===== config.mk =====
export PLATFORM = sky130hd
export DESIGN_NAME = rf_writeback
export DESIGN_NICKNAME = d
export VERILOG_FILES = /design/src/rtl/rv_wb_pkg.sv /design/src/rtl/wb_hold_slot.sv /design/src/rtl/rf_writeback.sv
export SDC_FILE = /design/constraint.sdc
export NUM_CORES = 1
export LEC_CHECK = 0
export ABC_AREA = 0
export CAP_MARGIN = 15
export CELL_PAD_IN_SITES_DETAIL_PLACEMENT = 1
export CELL_PAD_IN_SITES_GLOBAL_PLACEMENT = 1
export CORE_ASPECT_RATIO = 0.5
export CORE_MARGIN = 8
export CORE_UTILIZATION = 41
export CTS_CLUSTER_SIZE = 20
export DETAILED_ROUTE_END_ITERATION = 7
export GPL_ROUTABILITY_DRIVEN = 1
export PLACE_DENSITY_LB_ADDON = 0.1
export SETUP_SLACK_MARGIN = 0.2
export SLEW_MARGIN = 20
export SYNTH_ARGS = -nofsm -noshare
export SYNTH_HDL_FRONTEND = slang
export SYNTH_HIERARCHICAL = 1
export SYNTH_SLANG_ARGS = --single-unit

===== constraint.sdc =====
create_clock -name clk -period 4.7 [get_ports clk]
set_clock_uncertainty 0.05 [all_clocks]
set_input_delay 1.41 -clock clk [delete_from_list [all_inputs] [get_ports clk]]
set_output_delay 1.41 -clock clk [all_outputs]
set_load 0.005 [all_outputs]

===== src/rtl/rv_wb_pkg.sv =====
// Shared types and helpers for the register-file writeback path.
`timescale 1ns/1ps
package rv_wb_pkg;

    localparam int REG_ADDR_W = 5;
    localparam int WB_XLEN    = 32;

    // Writeback request at the default datapath width.
    typedef struct packed {
        logic [REG_ADDR_W-1:0] rd;
        logic [WB_XLEN-1:0]    data;
    } wb_req_t;

    function automatic logic [31:0] onehot32(input logic [REG_ADDR_W-1:0] idx);
        logic [31:0] v;
        v      = '0;
        v[idx] = 1'b1;
        return v;
    endfunction

endpackage


===== src/rtl/wb_hold_slot.sv =====
// One-entry holding register for a writeback source: valid/ready in, grant out-drains.
`timescale 1ns/1ps
module wb_hold_slot
    import rv_wb_pkg::*;
#(
    parameter int XLEN = 32
) (
    input  logic                  clk,
    input  logic                  rst_n,
    input  logic                  in_valid,
    output logic                  in_ready,
    input  logic [REG_ADDR_W-1:0] in_rd,
    input  logic [XLEN-1:0]       in_data,
    input  logic                  grant,
    output logic                  full,
    output logic [REG_ADDR_W-1:0] rd,
    output logic [XLEN-1:0]       data
);

    logic                  full_q, full_d;
    logic [REG_ADDR_W-1:0] rd_q, rd_d;
    logic [XLEN-1:0]       data_q, data_d;

    // A granted slot drains this edge, so it may reload in the same edge.
    assign in_ready = !full_q || grant;

    always_comb begin
        full_d = full_q;
        rd_d   = rd_q;
        data_d = data_q;
        if (grant) begin
            full_d = 1'b0;
        end
        // Writes to x0 are acknowledged but never stored.
        if (in_valid && in_ready && (in_rd != '0)) begin
            full_d = 1'b1;
            rd_d   = in_rd;
            data_d = in_data;
        end
    end

    always_ff @(posedge clk or negedge rst_n) begin
        if (!rst_n) begin
            full_q <= 1'b0;
            rd_q   <= '0;
            data_q <= '0;
        end else begin
            full_q <= full_d;
            rd_q   <= rd_d;
            data_q <= data_d;
        end
    end

    assign full = full_q;
    assign rd   = rd_q;
    assign data = data_q;

endmodule


===== src/rtl/rf_writeback.sv =====
// Writeback arbiter: merges ALU and LSU results onto the register file's single write port.
`timescale 1ns/1ps
module rf_writeback
    import rv_wb_pkg::*;
#(
    parameter int XLEN     = 32,
    parameter int MAX_WAIT = 3
) (
    input  logic                  clk,
    input  logic                  rst_n,
    input  logic                  alu_valid,
    output logic                  alu_ready,
    input  logic [REG_ADDR_W-1:0] alu_rd,
    input  logic [XLEN-1:0]       alu_data,
    input  logic                  lsu_valid,
    output logic                  lsu_ready,
    input  logic [REG_ADDR_W-1:0] lsu_rd,
    input  logic [XLEN-1:0]       lsu_data,
    output logic                  rd_we,
    output logic [REG_ADDR_W-1:0] rd_addr,
    output logic [XLEN-1:0]       rd_data,
    output logic [31:0]           pending
);

    localparam int WAIT_W = (MAX_WAIT > 0) ? $clog2(MAX_WAIT + 1) : 1;

    logic                  alu_full, lsu_full;
    logic                  alu_grant, lsu_grant;
    logic [REG_ADDR_W-1:0] alu_slot_rd, lsu_slot_rd;
    logic [XLEN-1:0]       alu_slot_data, lsu_slot_data;

    logic [WAIT_W-1:0]     wait_cnt_q, wait_cnt_d;
    logic                  rd_we_q, rd_we_d;
    logic [REG_ADDR_W-1:0] rd_addr_q, rd_addr_d;
    logic [XLEN-1:0]       rd_data_q, rd_data_d;

    wb_hold_slot #(.XLEN(XLEN)) u_alu_slot (
        .clk      (clk),
        .rst_n    (rst_n),
        .in_valid (alu_valid),
        .in_ready (alu_ready),
        .in_rd    (alu_rd),
        .in_data  (alu_data),
        .grant    (alu_grant),
        .full     (alu_full),
        .rd       (alu_slot_rd),
        .data     (alu_slot_data)
    );

    wb_hold_slot #(.XLEN(XLEN)) u_lsu_slot (
        .clk      (clk),
        .rst_n    (rst_n),
        .in_valid (lsu_valid),
        .in_ready (lsu_ready),
        .in_rd    (lsu_rd),
        .in_data  (lsu_data),
        .grant    (lsu_grant),
        .full     (lsu_full),
        .rd       (lsu_slot_rd),
        .data     (lsu_slot_data)
    );

    // Loads normally win; a starved ALU is forced through after MAX_WAIT losses.
    always_comb begin
        alu_grant = 1'b0;
        lsu_grant = 1'b0;
        if (alu_full && lsu_full) begin
            if (wait_cnt_q == WAIT_W'(MAX_WAIT)) begin
                alu_grant = 1'b1;
            end else begin
                lsu_grant = 1'b1;
            end
        end else begin
            alu_grant = alu_full;
            lsu_grant = lsu_full;
        end
    end

    always_comb begin
        wait_cnt_d = '0;
        if (alu_full && !alu_grant) begin
            wait_cnt_d = (wait_cnt_q == WAIT_W'(MAX_WAIT)) ? wait_cnt_q
                                                           : wait_cnt_q + WAIT_W'(1);
        end
    end

    always_comb begin
        rd_we_d   = alu_grant || lsu_grant;
        rd_addr_d = rd_addr_q;
        rd_data_d = rd_data_q;
        if (lsu_grant) begin
            rd_addr_d = lsu_slot_rd;
            rd_data_d = lsu_slot_data;
        end else if (alu_grant) begin
            rd_addr_d = alu_slot_rd;
            rd_data_d = alu_slot_data;
        end
    end

    always_ff @(posedge clk or negedge rst_n) begin
        if (!rst_n) begin
            wait_cnt_q <= '0;
            rd_we_q    <= 1'b0;
            rd_addr_q  <= '0;
            rd_data_q  <= '0;
        end else begin
            wait_cnt_q <= wait_cnt_d;
            rd_we_q    <= rd_we_d;
            rd_addr_q  <= rd_addr_d;
            rd_data_q  <= rd_data_d;
        end
    end

    // Destinations still in flight: held in a slot or on the write port this cycle.
    always_comb begin
        pending = '0;
        if (alu_full) begin
            pending = pending | onehot32(alu_slot_rd);
        end
        if (lsu_full) begin
            pending = pending | onehot32(lsu_slot_rd);
        end
        if (rd_we_q) begin
            pending = pending | onehot32(rd_addr_q);
        end
        pending[0] = 1'b0;
    end

    assign rd_we   = rd_we_q;
    assign rd_addr = rd_addr_q;
    assign rd_data = rd_data_q;

endmodule


# ---- Yosys cells after proc, flatten, opt, wreduce, memory -nomap -nowiden
# Index checks and enable logic that the tools add are counted.
dict set report totals {
  register_bits 116
  inputBits 78
  output_inout_bits 72
  elab_cells 64
}
dict set report op_classes {
  n_addsub 1
  magnitude_cmp 6
  eq_ne 2
  muxes 23
  n_bitwise 2
  n_reduce_logical 20
}
# operator count
set op_table {}
lappend op_table {{$mux 32} 5}
lappend op_table {{$or 32x32->32} 2}
lappend op_table {{$lt 5x6->1 const B} 3}
lappend op_table {{$demux 1 s5} 3}
lappend op_table {{$ge 5x1->1 const B} 3}
lappend op_table {{$mux 1} 11}
lappend op_table {{$mux 5} 2}
lappend op_table {{$reduce_bool 5->1} 2}
lappend op_table {{$logic_and 1x1->1} 9}
lappend op_table {{$reduce_bool 2->1} 3}
lappend op_table {{$mux 2} 2}
lappend op_table {{$logic_not 1->1} 3}
lappend op_table {{$logic_or 1x1->1} 3}
lappend op_table {{$add 2x1->2 const B} 1}
lappend op_table {{$eq 2x2->1 const B} 1}
lappend op_table {{$ne 2x2->1 const B} 1}

# ---- Depth between registers and ports, before layout
dict set report logic_depth {
  word_depth 9
  ltp_mapped 9
  mapped_depth_nobuf 6
}

# ---- Hierarchy
# Netlist, hierarchy kept.
# mod instances cells_per_inst area_per_inst_um2
set modules_own_cells {}
lappend modules_own_cells {wb_hold_slot 2 84 1451.4}
lappend modules_own_cells {rf_writeback 1 355 2877.8}

# ---- Worst setup path after synthesis
# Ideal clock, no wire load.
dict set report synth_timing {
  path_kind {in2reg}
  start {in alu_rd[1]}
  end {reg u_alu_slot.data_q[10], in the netlist u_alu_slot/data[10]}
  setup_ps 125
  arrival_ps 2773
  t_required_ps 4525
  setup_slack_ps 1753
  stages 4
  path_buffers 1
  cell_sequence {or3_4 -> o311ai_4 -> buf_6 -> mux2_2}
}
dict set report synth_between {
  elab_chain_cells 2
}
# item line
set synth_lines {}
lappend synth_lines {{start: declaration} rf_writeback.sv:13} ;# input logic [REG_ADDR_W-1:0] alu_rd,
lappend synth_lines {{$reduce_bool 5->1} wb_hold_slot.sv:35} ;# if (in_valid && in_ready && (in_rd != '0)) begin
lappend synth_lines {{$logic_and 1x1->1} wb_hold_slot.sv:35}
lappend synth_lines {{end signal: assignment} wb_hold_slot.sv:50} ;# data_q <= data_d;
lappend synth_lines {{end: declaration} wb_hold_slot.sv:22} ;# logic [XLEN-1:0] data_q, data_d;
# Every way passes these cells.
# A chain may end at the register's enable or synchronous reset.

# ---- Worst setup path in the final report
dict set report layout_timing {
  start {reg u_lsu_slot.full_q, in the netlist u_lsu_slot/full}
  end {out lsu_ready}
}
dict set report layout_between {
  elab_chain_cells 3
}
# item line
set layout_lines {}
lappend layout_lines {{start: declaration} wb_hold_slot.sv:20} ;# logic full_q, full_d;
lappend layout_lines {{start signal: assignment} wb_hold_slot.sv:48} ;# full_q <= full_d;
lappend layout_lines {{$logic_and 1x1->1} rf_writeback.sv:67} ;# if (alu_full && lsu_full) begin
lappend layout_lines {{$mux 1 *} rf_writeback.sv:67}
lappend layout_lines {{named net lsu_grant} rf_writeback.sv:28} ;# logic alu_grant, lsu_grant;
lappend layout_lines {{$logic_or 1x1->1 *} wb_hold_slot.sv:25} ;# assign in_ready = !full_q || grant;
lappend layout_lines {{end: declaration} rf_writeback.sv:16} ;# output logic lsu_ready,
# The timed path passes the listed nets; every way through them passes the cells marked *.

==> run_results.csv <==
group,metric,value,unit
outcome,outcome,"finished, final reports clean",
synthesis,ys_types,31,
power_and_ir_drop,irDropWorstVdd,291.5,uV
placement,dpl.cell_count,835,
flow_run,maxCapViolCount,0,
finish,stdcell_count,867,
clock_network,cts-buffers-inserted,17,
finish,diodes,0,
clock_network,clk_pin_slew_worst_paths,0.06,ns
route,ant_nets,0,
die,die_area,0.01838,mm^2
timing,fin_tns_setup,0,ns
clock_network,cts.path.max_buffers,2,
timing,finalSetupViolations,0,
worst_setup_path,cp.required,3.24,ns
die,initial_core_util,42.31,%
finish,fin_area,0.007986,mm^2
worst_setup_path,cp-startpoint,"u_lsu_slot/full",
worst_setup_path,crit_path_end_kind,"primary output",
finish,nFillCells,1449,
worst_setup_path,startpoint_type,"flip-flop",
finish,multi_input_area,0.002661,mm^2
clock_network,cts.sink_count,116,
timing,relSlewSlack,34.84,%
finish,syn2layout_area_growth,38.16,%
clock_network,cts_tree,"yes",
worst_setup_path,cp-endpoint,"lsu_ready",
route,post_drt_wl_per_cell,19.89,um
synthesis,avgSynthCellArea,11.05,um^2
placement,io_buffers,148,
timing,min_period,3.961,ns
clock_network,cts_max_level,4,
placement,place.gp.congestion,0.8468,
worst_setup_path,worstPathArrival,2.50,ns
timing,grt_setup_unrepaired,"false",
clock_network,cts_resized,0,
clock_network,cts_root_buf,"clkbuf_16",
clock_network,ctsHoldBuffers,0,
placement,dp_hpwl,11780,um
worst_hold_path,hold-path-cell-count,1,
route,first_pass_iters,6,
die,core,0.01366,mm^2
placement,placed_area,0.007362,mm^2
route,wl,17240,um
worst_setup_path,rr_endpoint,"u_lsu_slot/data[6]",
timing,fmax,252.5,MHz
synthesis,syn_area,0.005781,mm^2
global_routing,grt_overflow,0,
worst_setup_path,r2r_slack,2.08,ns
synthesis,syn_nets,602,
route,via_count,4641,
global_routing,grt_pass1_wl,27720,um
clock_network,clkLatencyLatePin,0.41,ns
timing,fin_crit_sh,84.27,%
worst_hold_path,hold_class,"reg2reg",
finish,seq_area,0.002905,mm^2
timing,hold_viol_final,0,
route,vias_per_cell,5.353,
finish,drive_gt1_share,22.07,%
synthesis,yosysSeqAreaShare,50.22,%
worst_setup_path,r2r_cells,7,
timing,slew_violations,0,
die,die_h,99.96,um
route,drt_iter0_drc,215,
die,die_x,183.9,um
synthesis,synthCells,523,
global_routing,grt_pass1_vias,5206,
timing,tightest_slew,0.9754,ns
synthesis,synth_seq_cells,116,
finish,nets,741,
global_routing,antenna_found_initial,0,
die,rows,30,
power_and_ir_drop,p_leak,3.388,nW
global_routing,grtUsageTotal,18.94,%
worst_setup_path,worstPathMaxFanout,30,
die,num_io_pins,150,
route,route.detailed.drc,0,
power_and_ir_drop,power.density,609.6,mW/mm^2
worst_setup_path,regToRegStartpoint,"u_lsu_slot/full",
worst_setup_path,criticalPathCategory,"reg2out",
global_routing,grt_max_degree,65,
clock_network,cts_setup_buffers,0,
synthesis,yosysWarnings,6,
worst max-delay path, stage by stage, from the launching register on:
cell,delay (ns)
dfrtp_2,0.54
buf_4,0.42
a21bo_2,0.28
inv_1,0.04
nand2b_1,0.23
clkdlybuf4s50_1,0.56
stage by stage:
step	setup slack [ns]	total power [mW]	hold WS [ns]	util, %
after CTS	0.7307	4.919	0.3800	58.45
after detailed placement	0.9967	3.520	0.3727	53.88
after global routing	0.6080	5.150	0.3927	58.45
after floorplan	1.753	2.659	0.3567	-
final	0.7395	4.869	0.3783	58.45
after global placement	1.070	3.448	0.3705	53.88
worst min path at each step:
stage                        startpoint             to  slack, ns
after floorplan           wait_cnt_q[0]  wait_cnt_q[0]       0.36
after CTS                 wait_cnt_q[0]  wait_cnt_q[0]       0.38
after global routing      wait_cnt_q[0]  wait_cnt_q[0]       0.39
after global placement    wait_cnt_q[0]  wait_cnt_q[0]       0.37
after detailed placement  wait_cnt_q[0]  wait_cnt_q[0]       0.37
final                     wait_cnt_q[0]  wait_cnt_q[0]       0.38
state kept, by name (all words and copies together) (netlist names), 2 cells and up:
| signal | flops |
|---|---|
| u_alu_slot/data | 32 |
| rd_data | 32 |
| u_lsu_slot/rd | 5 |
| u_alu_slot/rd | 5 |
| wait_cnt_q | 2 |
| u_lsu_slot/data | 32 |
| rd_addr | 5 |
Yosys cell counts:
library cell    n  area, um^2
a21bo_2         1       10.01
a222oi_1        2       20.02
a22o_1          8       70.07
a22o_2          2       20.02
a22oi_1        29       217.7
and2_1          2       12.51
and3_1          7       43.79
and3b_1        15       131.4
buf_1           2       7.510
buf_2          14       70.07
buf_4           3       22.52
buf_6           6       67.56
clkbuf_1       10       37.54
conb_1          1       3.750
dfrtp_1       116        2903
ha_1            1       12.51
inv_1           3       11.26
mux2_1          4       45.04
mux2_2         97        1092
nand2_1        62       232.7
nand2b_1        2       12.51
nor2_1         75       281.5
nor2b_1         2       12.51
nor3_1          3       15.01
nor3b_1        10       75.07
nor3b_2         2       25.02
o22ai_1        37       231.5
o311ai_4        2       52.55
o31ai_1         2       15.01
or2_2           1       6.260
or3_4           2       22.52
metal layers:
layer  track usage [%]  routed length (um)  up-vias
met5                 0                   0        -
met3             5.155                 946       25
met1             22.32                7491     2337
met2             33.03                8555      129
met4             6.531                 248        0
li1                  -                   -     2150
layout by cell type (no fill, tap or decap), types with 2 or more instances in the layout:
cell and instances:
inv_1 3, o31ai_1 2, mux2_2 97, nor3_1 3, buf_4 7, a22o_1 8, clkinv_4 2, or3_4 2
nand2_1 62, mux2_1 4, a22oi_1 29, nor2b_1 2, and3b_1 15, a222oi_1 2, clkbuf_16 17, nor2_1 75
and2_1 2, dfrtp_2 2, clkinvlp_4 3, clkinv_2 5, bufinv_16 4, o22ai_1 37, nor3b_2 2, nor3b_1 10
and3_1 7, nand2b_1 2, dfrtp_1 114, clkdlybuf4s50_1 147, a22o_2 2, o311ai_4 2
report_power, final:
| part | switching [mW] | internal [mW] | total, mW |
|---|---|---|---|
| clock network | 0.459 | 0.896 | 1.35 |
| logic | 0.741 | 1.02 | 1.76 |
| registers | 0.365 | 1.39 | 1.75 |
| total | 1.56 | 3.30 | 4.87 |
cell families after synthesis:
family / after synthesis / share of synthesized area, %
DFF: 116 / 50.22
muxes: 101 / 19.68
other: 1 / 0.06487
adders and majority gates: 1 / 0.2164
AOI/OAI and AO/OA: 83 / 11.02
and+or+nand+nor: 183 / 15.06
buffers and inverters: 38 / 3.745
final cells by class:
class / instances / area share, %
Clock buffer: 18 / 5.499
Clock inverter: 14 / 2.319
Inverter: 3 / 0.1410
Multi-Input combinational cell: 369 / 33.32
Sequential cell: 116 / 36.38
Tap cell: 192 / 3.008
Timing Repair Buffer: 155 / 19.33
No activity file was read; power rests on OpenSTA's default activity.
